`config.mk`:
```
export PLATFORM = sky130hd
export DESIGN_NAME = data_cache_arbiter
export DESIGN_NICKNAME = d
export VERILOG_FILES = /design/src/rtl/data_cache_arbiter.sv
export SDC_FILE = /design/constraint.sdc
export NUM_CORES = 1
export LEC_CHECK = 0
export BUFFER_PORTS_ARGS = -buffer_cell sky130_fd_sc_hd__buf_4
export CAP_MARGIN = 10
export CORE_UTILIZATION = 47
export DETAILED_ROUTE_END_ITERATION = 7
export PLACE_DENSITY = 0.95
export SKIP_LAST_GASP = 1
export SLEW_MARGIN = 20
export SYNTH_ARGS = -nofsm -noshare
export SYNTH_HDL_FRONTEND = slang
export SYNTH_SLANG_ARGS = --single-unit
```
`constraint.sdc`:
```
create_clock -name clk_in -period 8.05 [get_ports clk_in]
set_clock_uncertainty 0.1 [all_clocks]
set_input_delay 0.4025 -clock clk_in [delete_from_list [all_inputs] [get_ports clk_in]]
set_output_delay 0.4025 -clock clk_in [all_outputs]
set_load 0.01 [all_outputs]
```
`src/rtl/data_cache_arbiter.sv`:
```
// Round-robin arbiter sharing the single-port data cache BRAM among NUM_REQ requesters (0 = controller).
// Latency: grant is combinational; cache drive is registered (+1); read data returns 1+READ_LATENCY cycles after the grant.
// Backpressure: a requester waits with valid held until its ready bit asserts; one access is issued per cycle, with no bubbles.
//
// Ports: clk_in/rst_n_in (async active-low); req_valid_in/req_write_in/req_addr_in/req_wdata_in per requester (packed);
//        req_ready_out one-hot grant; rsp_valid_out one-hot read valid with shared rsp_data_out;
//        cache_en_out/cache_we_out/cache_addr_out/cache_din_out drive the BRAM, cache_dout_in returns its data;
//        busy_out flags an issued access or an outstanding read.
// Optional macro DATA_CACHE_ARB_CTRL_PRIORITY_EN: requester 0 gets fixed top priority; the others rotate among themselves.
module data_cache_arbiter #(
    parameter int NUM_REQ      = 4,
    parameter int ADDR_WIDTH   = 12,
    parameter int DATA_WIDTH   = 16,
    parameter int READ_LATENCY = 2
) (
    input  logic                             clk_in,
    input  logic                             rst_n_in,
    input  logic [NUM_REQ-1:0]               req_valid_in,
    input  logic [NUM_REQ-1:0]               req_write_in,
    input  logic [NUM_REQ*ADDR_WIDTH-1:0]    req_addr_in,
    input  logic [NUM_REQ*DATA_WIDTH-1:0]    req_wdata_in,
    output logic [NUM_REQ-1:0]               req_ready_out,
    output logic [NUM_REQ-1:0]               rsp_valid_out,
    output logic [DATA_WIDTH-1:0]            rsp_data_out,
    output logic                             cache_en_out,
    output logic                             cache_we_out,
    output logic [ADDR_WIDTH-1:0]            cache_addr_out,
    output logic [DATA_WIDTH-1:0]            cache_din_out,
    input  logic [DATA_WIDTH-1:0]            cache_dout_in,
    output logic                             busy_out
);

    localparam int PTR_W     = (NUM_REQ > 1) ? $clog2(NUM_REQ) : 1;
    localparam int TAG_DEPTH = 1 + READ_LATENCY;

    logic [PTR_W-1:0]      r_rr_ptr;
    logic                  r_en;
    logic                  r_we;
    logic [ADDR_WIDTH-1:0] r_addr;
    logic [DATA_WIDTH-1:0] r_din;
    logic [TAG_DEPTH-1:0]  r_tag_vld;
    logic [PTR_W-1:0]      r_tag_id [TAG_DEPTH];

    logic [NUM_REQ-1:0]    w_grant;
    logic [PTR_W-1:0]      w_grant_idx;
    logic [PTR_W-1:0]      w_cand;
    logic                  w_found;
    logic                  w_xfer;
    logic                  w_sel_write;
    logic [ADDR_WIDTH-1:0] w_sel_addr;
    logic [DATA_WIDTH-1:0] w_sel_wdata;
    logic [NUM_REQ-1:0]    w_rsp_vld;

    // Arbitration: scan candidates starting one past the last winner, wrapping.
    always_comb begin
        w_grant     = '0;
        w_grant_idx = '0;
        w_cand      = '0;
        w_found     = 1'b0;
`ifdef DATA_CACHE_ARB_CTRL_PRIORITY_EN
        // Controller pre-empts everyone; the pointer only ever holds 1..NUM_REQ-1.
        if (req_valid_in[0]) begin
            w_grant[0] = 1'b1;
            w_found    = 1'b1;
        end
        for (int k = 1; k < NUM_REQ; k++) begin
            w_cand = PTR_W'(((int'(r_rr_ptr) - 1 + k) % (NUM_REQ - 1)) + 1);
            if (!w_found && req_valid_in[w_cand]) begin
                w_grant[w_cand] = 1'b1;
                w_grant_idx     = w_cand;
                w_found         = 1'b1;
            end
        end
`else
        for (int k = 1; k <= NUM_REQ; k++) begin
            w_cand = PTR_W'((int'(r_rr_ptr) + k) % NUM_REQ);
            if (!w_found && req_valid_in[w_cand]) begin
                w_grant[w_cand] = 1'b1;
                w_grant_idx     = w_cand;
                w_found         = 1'b1;
            end
        end
`endif
    end

    // Ready is masked during reset so every output reads 0 while rst_n_in is low.
    assign req_ready_out = w_grant & {NUM_REQ{rst_n_in}};
    assign w_xfer        = |req_ready_out;

    // Steer the winner's command onto the cache drive.
    always_comb begin
        w_sel_write = 1'b0;
        w_sel_addr  = '0;
        w_sel_wdata = '0;
        for (int i = 0; i < NUM_REQ; i++) begin
            if (w_grant[i]) begin
                w_sel_write = req_write_in[i];
                w_sel_addr  = req_addr_in[i*ADDR_WIDTH +: ADDR_WIDTH];
                w_sel_wdata = req_wdata_in[i*DATA_WIDTH +: DATA_WIDTH];
            end
        end
    end

    always_ff @(posedge clk_in or negedge rst_n_in) begin
        if (!rst_n_in) begin
            r_rr_ptr  <= PTR_W'(NUM_REQ - 1);
            r_en      <= 1'b0;
            r_we      <= 1'b0;
            r_addr    <= '0;
            r_din     <= '0;
            r_tag_vld <= '0;
            for (int i = 0; i < TAG_DEPTH; i++) begin
                r_tag_id[i] <= '0;
            end
        end else begin
            r_en <= w_xfer;
            r_we <= w_xfer & w_sel_write;
            // Address and data hold between accesses to avoid needless toggling.
            if (w_xfer) begin
                r_addr <= w_sel_addr;
                r_din  <= w_sel_wdata;
`ifdef DATA_CACHE_ARB_CTRL_PRIORITY_EN
                if (w_grant_idx != '0) begin
                    r_rr_ptr <= w_grant_idx;
                end
`else
                r_rr_ptr <= w_grant_idx;
`endif
            end
            // Tag pipeline spans the issue register plus the BRAM read latency.
            r_tag_vld   <= {r_tag_vld[TAG_DEPTH-2:0], w_xfer & ~w_sel_write};
            r_tag_id[0] <= w_grant_idx;
            for (int i = TAG_DEPTH - 1; i > 0; i--) begin
                r_tag_id[i] <= r_tag_id[i-1];
            end
        end
    end

    always_comb begin
        w_rsp_vld = '0;
        if (r_tag_vld[TAG_DEPTH-1]) begin
            w_rsp_vld[r_tag_id[TAG_DEPTH-1]] = 1'b1;
        end
    end

    assign rsp_valid_out  = w_rsp_vld;
    // BRAM data passes straight through; zeroed when no response so reset leaves outputs at 0.
    assign rsp_data_out   = r_tag_vld[TAG_DEPTH-1] ? cache_dout_in : '0;
    assign cache_en_out   = r_en;
    assign cache_we_out   = r_we;
    assign cache_addr_out = r_addr;
    assign cache_din_out  = r_din;
    assign busy_out       = (|r_tag_vld) | r_en;

endmodule

```
After elaboration in Yosys (flattened, before gate mapping)
Cells that the tools add are included.
{"block": "word_totals", "in_bits": 138, "reg_bits": 41, "wordCells": 87}
{"block": "op_classes", "n_lt_le_gt_ge": 10, "bitwise_logic": 8, "reduce_logical": 13, "n_addsub": 4, "n_mux": 43}
{"op": "$mux 16", "count": 5}
{"op": "$mux 12", "count": 4}
{"op": "$mux 4", "count": 5}
{"op": "$mux 1", "count": 16}
{"op": "$lt 2x3->1 const B", "count": 5}
{"op": "$or 4x4->4", "count": 3}
{"op": "$demux 1 s2", "count": 5}
{"op": "$ge 2x1->1 const B", "count": 5}
{"op": "$bmux 1 s2", "count": 4}
{"op": "$logic_and 1x1->1", "count": 8}
{"op": "$mux 2", "count": 4}
{"op": "$add 2x1->2 const B", "count": 2}
{"op": "$add 2x2->2 const B", "count": 2}
{"op": "$and 4x4->4", "count": 1}
{"op": "$reduce_or 4->1", "count": 1}
{"op": "$logic_not 1->1", "count": 3}
{"op": "$reduce_or 3->1", "count": 1}
{"op": "$and 1x1->1", "count": 2}
{"op": "$not 1->1", "count": 1}
{"op": "$or 1x1->1", "count": 1}

Logic depth before layout (Yosys ltp)
{"block": "logic_depth", "ltp_word": 19, "mapped_depth": 14, "ltp_nobuf": 9}

Worst setup path after synthesis
Ideal clock, no wire load.
{"block": "synth_timing", "path_kind": "register to output", "from": "reg r_rr_ptr[0]", "to": "out req_ready_out[3]", "path_slack_ns": 4.539, "arrival_time_ns": 3.009, "required_time_ns": 7.547, "path_stages_with_launch": 13, "cell_sequence": "dfstp_2 buf_6 buf_2 inv_1 ha_1 clkbuf_1 mux2_2 o311ai_1 a22o_1 buf_2 buf_4 clkbuf_1 and2_1"}
{"block": "synth_between", "elab_chain_len": 14, "word_cells_on_any_way": 49}
{"item": "start: declaration", "line": "36", "source": "logic [PTR_W-1:0] r_rr_ptr;"}
{"item": "start signal: assignment", "line": "106", "source": "r_rr_ptr <= PTR_W'(NUM_REQ - 1);"}
{"item": "start signal: assignment", "line": "127", "source": "r_rr_ptr <= w_grant_idx;"}
{"item": "parallel branches: the longest is 12 deep, another holds $lt 2x3->1"}
{"item": "$mux 4 *", "line": "77", "source": "if (!w_found && req_valid_in[w_cand]) begin"}
{"item": "$and 4x4->4 *", "line": "87", "source": "assign req_ready_out = w_grant & {NUM_REQ{rst_n_in}};"}
{"item": "end: declaration", "line": "22", "source": "output logic [NUM_REQ-1:0] req_ready_out,"}
Mark *: on every way between the ends. The select of a mux whose other input is x is not followed.

Worst setup path in the final report
{"block": "layout_timing", "from": "reg r_rr_ptr[0]", "to": "reg r_rr_ptr[0]"}
{"block": "layout_between", "elab_chain_len": 15, "word_cells_on_any_way": 54}
{"item": "parallel branches: the longest is 15 deep, another holds $lt 2x3->1"}
Several ways; the timed one is not identified. The select of a mux whose other input is x is not followed.
A chain may end at the register's enable or synchronous reset.

==> flow_summary_export.csv <==
group,metric,value,unit
setup_path,critical-path-slowest-cell,"sky130_fd_sc_hd__o41a_2",
synthesis,synth_enable_flop_cells,0,
finish,finalNonFillerCells,627,
setup_path,critical_path.reg2reg.startpoint,"r_rr_ptr[0]",
routing,drt_iter0_drc,258,
power,power-per-cell-area,446.0,nW/µm²
clock_tree,clock_sink_count,41,
routing,vias_per_cell,5.724,
clock_tree,cts-htree-levels,2,
grt,first_global_vias,3556,
timing,totalNegativeSetupSlack,0,ns
synthesis,ys_async_sr_fraction,100.0,%
setup_path,rr_worst_depth,7,
hold_path,hold_path_class,"in2async",
setup_path,critical-path-max-stage-delay,0.97,ns
setup_path,arrival_time_of_data_at_the_critical_path_endpoint,4.78,ns
finish,antenna-diode-count,0,
synthesis,syn_area_per_cell,8.030,µm²
setup_path,worstSetupStartpointType,"flip-flop",
routing,drc_errors,0,
timing,layout_min_cycle_time,4.657,ns
finish,number_of_nets_in_the_layout,695,
timing,setup_viol_count_final,0,
routing,vias,3589,
synthesis,yosysTopAreaCell,"sky130_fd_sc_hd__dfrtp_1",
setup_path,critPathRequiredTime,8.17,ns
routing,drt_first_pass_iters,4,
routing,drtAntennaViolNets,0,
floorplanning,core,6350,µm²
placed_design,dp.cells,619,
finish,drive_gt1_share,40.00,%
timing,grt_setup_unrepaired,"false",
clock_tree,number_of_buffers_inserted_by_post_cts_setup_repair,0,
timing,timing.final.max_slew_violations,0,
routing,wirelength,10.19,mm
routing,maxUsedRoutingLayer,"met4",
clock_tree,worst_setup_hold_path_clk_slew,0.09,ns
grt,overall_overflow_remaining_after_global_route,0,
placed_design,finalWeightedCongestion,1.001,
setup_path,critical_path.max_fanout,62,
timing,holdWs,-0.01228,ns
synthesis,synth_seq_area_share,33.27,%
clock_tree,clock_buffer_count_from_cts,5,
setup_path,critical_path_depth,7,
floorplanning,fp.dieW,83.11,µm
timing,fmax,214.8,MHz
clock_tree,clock_insertion_delay_worst_skew,0.29,ns
floorplanning,boundaryPins,193,
timing,max_slew.worst_pin.slew,1.082,ns
finish,final_core_utilization,71.61,%
setup_path,ff2ff_setup_slack,3.39,ns
grt,antenna_found_initial,0,
setup_path,crit_family,"compound AO/OA/AOI/OAI gates",
setup_path,crit-reg2reg-capture,"r_rr_ptr[0]",
synthesis,post_synth_instance_area,3092,µm²
status,outcome,"finished, violations left",
floorplanning,floorplan.die_area,6906,µm²
clock_tree,tritoncts,"built",
placed_design,numPortBuffers,192,
synthesis,post_synth_most_frequent_cells,"sky130_fd_sc_hd__nand2_1 (63), sky130_fd_sc_hd__nor2_1 (63), sky130_fd_sc_hd__dfrtp_1 (39)",
power,vdd_drop_max,0.0002353,V
job,maxCapViolations,0,
timing,finalHoldViolCount,4,
routing,wl_met3,743,µm
synthesis,yosys-top-cells-area,"sky130_fd_sc_hd__dfrtp_1 (32%), sky130_fd_sc_hd__a311o_1 (9.1%), sky130_fd_sc_hd__nand2_1 (7.6%)",
synthesis,synth.top_cell.area_share,31.57,%
synthesis,yosysWarnings,0,
timing,min_period_over_period,57.84,%
routing,wirelength_met1,3.902,mm
synthesis,postSynthNetCount,531,
setup_path,series_of_cell_instances_along_the_critical_path,"inv_1, ha_1, mux2_2, o311ai_1, a22o_2, o41a_2, mux2_4",
floorplanning,floorplan.initialDensity,48.69,%
synthesis,ys.flop_type,"sky130_fd_sc_hd__dfrtp_1",
setup_path,critical_path_class,"reg2reg",
grt,pin_count_of_the_biggest_net_entering_global_routing,63,
clock_tree,cts-root-to-sink-buffers,2,
clock_tree,holdBufCountCts,0,
grt,grt_first_pass_wirelength,16.50,mm
setup_path,crit_start,"r_rr_ptr[0]",
synthesis,ys_ff_latch,41,
setup_path,endpoint_kind,"flip-flop",
status,violations_in_the_final_reports,"hold timing",
clock_tree,root_buffer,"sky130_fd_sc_hd__clkbuf_8",
floorplanning,dieHeight,83.11,µm
floorplanning,fp-row-count,29,
routing,wire_length_per_cell_after_detailed_routing,16.25,µm
timing,maxSlewHeadroom,27.86,%
routing,wl_met2,5.331,mm
setup_path,critical_path.endpoint,"r_rr_ptr[0]",
clock_tree,cts_resized,0,
setup_path,path_buf_inv,1,
power,power_leakage,0.002149,µW
finish,layout-area-overhead-vs-synth,47.07,%
placed_design,place_hpwl,7.570,mm
synthesis,yosys.cell_types.count,52,
synthesis,synthesis.instances,385,
grt,global_route.usage.total,29.43,%
==> power breakdown <==
part	switching, µW	internal (µW)	leakage [µW]
combinational	852	630	0.00163
clock	73.1	59.9	0.0000439
sequential	88.3	324	0.000477
==> layout by cell type, fill, tap and decap left out, types with 5 or more instances in the layout <==
cell                         n
sky130_fd_sc_hd__buf_4     194
sky130_fd_sc_hd__ha_1        8
sky130_fd_sc_hd__nand2b_1    5
sky130_fd_sc_hd__a311o_1    28
sky130_fd_sc_hd__nand2_1    63
sky130_fd_sc_hd__nor3_1      6
sky130_fd_sc_hd__clkbuf_8    5
sky130_fd_sc_hd__and2_1     23
sky130_fd_sc_hd__dfrtp_1    39
sky130_fd_sc_hd__a31oi_1    28
sky130_fd_sc_hd__nor2_1     63
sky130_fd_sc_hd__nand3_1    27
==> through the flow <==
stage	hold WS [ns]	power (µW)	instance area, µm²	worst slack, ns
after floorplan	0.006909	1487	3092	4.539
after global placement	0.2353	1834	4461	3.607
after detailed placement	0.2364	1893	4461	3.447
after CTS	0.01479	2030	4547	3.410
after global routing	0.03637	2205	4547	3.083
final	-0.01228	2028	4547	3.393
==> worst register-to-register path, cell delays in order, from the launching register on <==
cell and delay (ns):
sky130_fd_sc_hd__dfstp_2 0.83, sky130_fd_sc_hd__inv_1 0.23, sky130_fd_sc_hd__ha_1 0.54, sky130_fd_sc_hd__mux2_2 0.38, sky130_fd_sc_hd__o311ai_1 0.27, sky130_fd_sc_hd__a22o_2 0.91, sky130_fd_sc_hd__o41a_2 0.98, sky130_fd_sc_hd__mux2_4 0.36
==> metal layers <==
metal	vias to the layer above	global-route usage (%)
li1	1697	-
met1	1669	33.76
met2	204	53.58
met3	19	6.163
met4	0	10.82
met5	-	0
==> cell families after synthesis <==
family	Yosys count	synth area share, %
flip-flops	41	33.27
buffers and inverters	41	6.880
AO/OA/AOI/OAI	84	22.62
AND/OR/NAND/NOR	201	29.66
multiplexers	10	4.330
adder cells (fa/ha/maj)	8	3.238
==> flip-flops by register name (all words and copies together) (netlist names) <==
register,cells
r_tag_id,6
r_rr_ptr,2
r_tag_vld,3
cache_din_out,16
cache_addr_out,12
cache_we_out,1
cache_en_out,1
==> worst min path at each step <==
stage,endpoint,start,slack (ns)
floorplan,cache_addr_out[0],rst_n_in,0.007
global route,cache_din_out[15],rst_n_in,0.04
finish,cache_addr_out[1],rst_n_in,-0.01
global placement,r_tag_id[1],r_tag_id[3],0.24
detailed placement,r_tag_id[1],r_tag_id[3],0.24
CTS,cache_addr_out[1],rst_n_in,0.01
==> layout make-up <==
type,instances,area [µm²]
flip-flops and latches,41,1028
repair buffers,194,1456
fillers,479,1803
clock buffers,5,68.82
inverters,4,15.01
clock inverters,3,17.52
well taps,77,96.34
multi-input cells,303,1864
No activity file was read; power rests on OpenSTA's default activity.
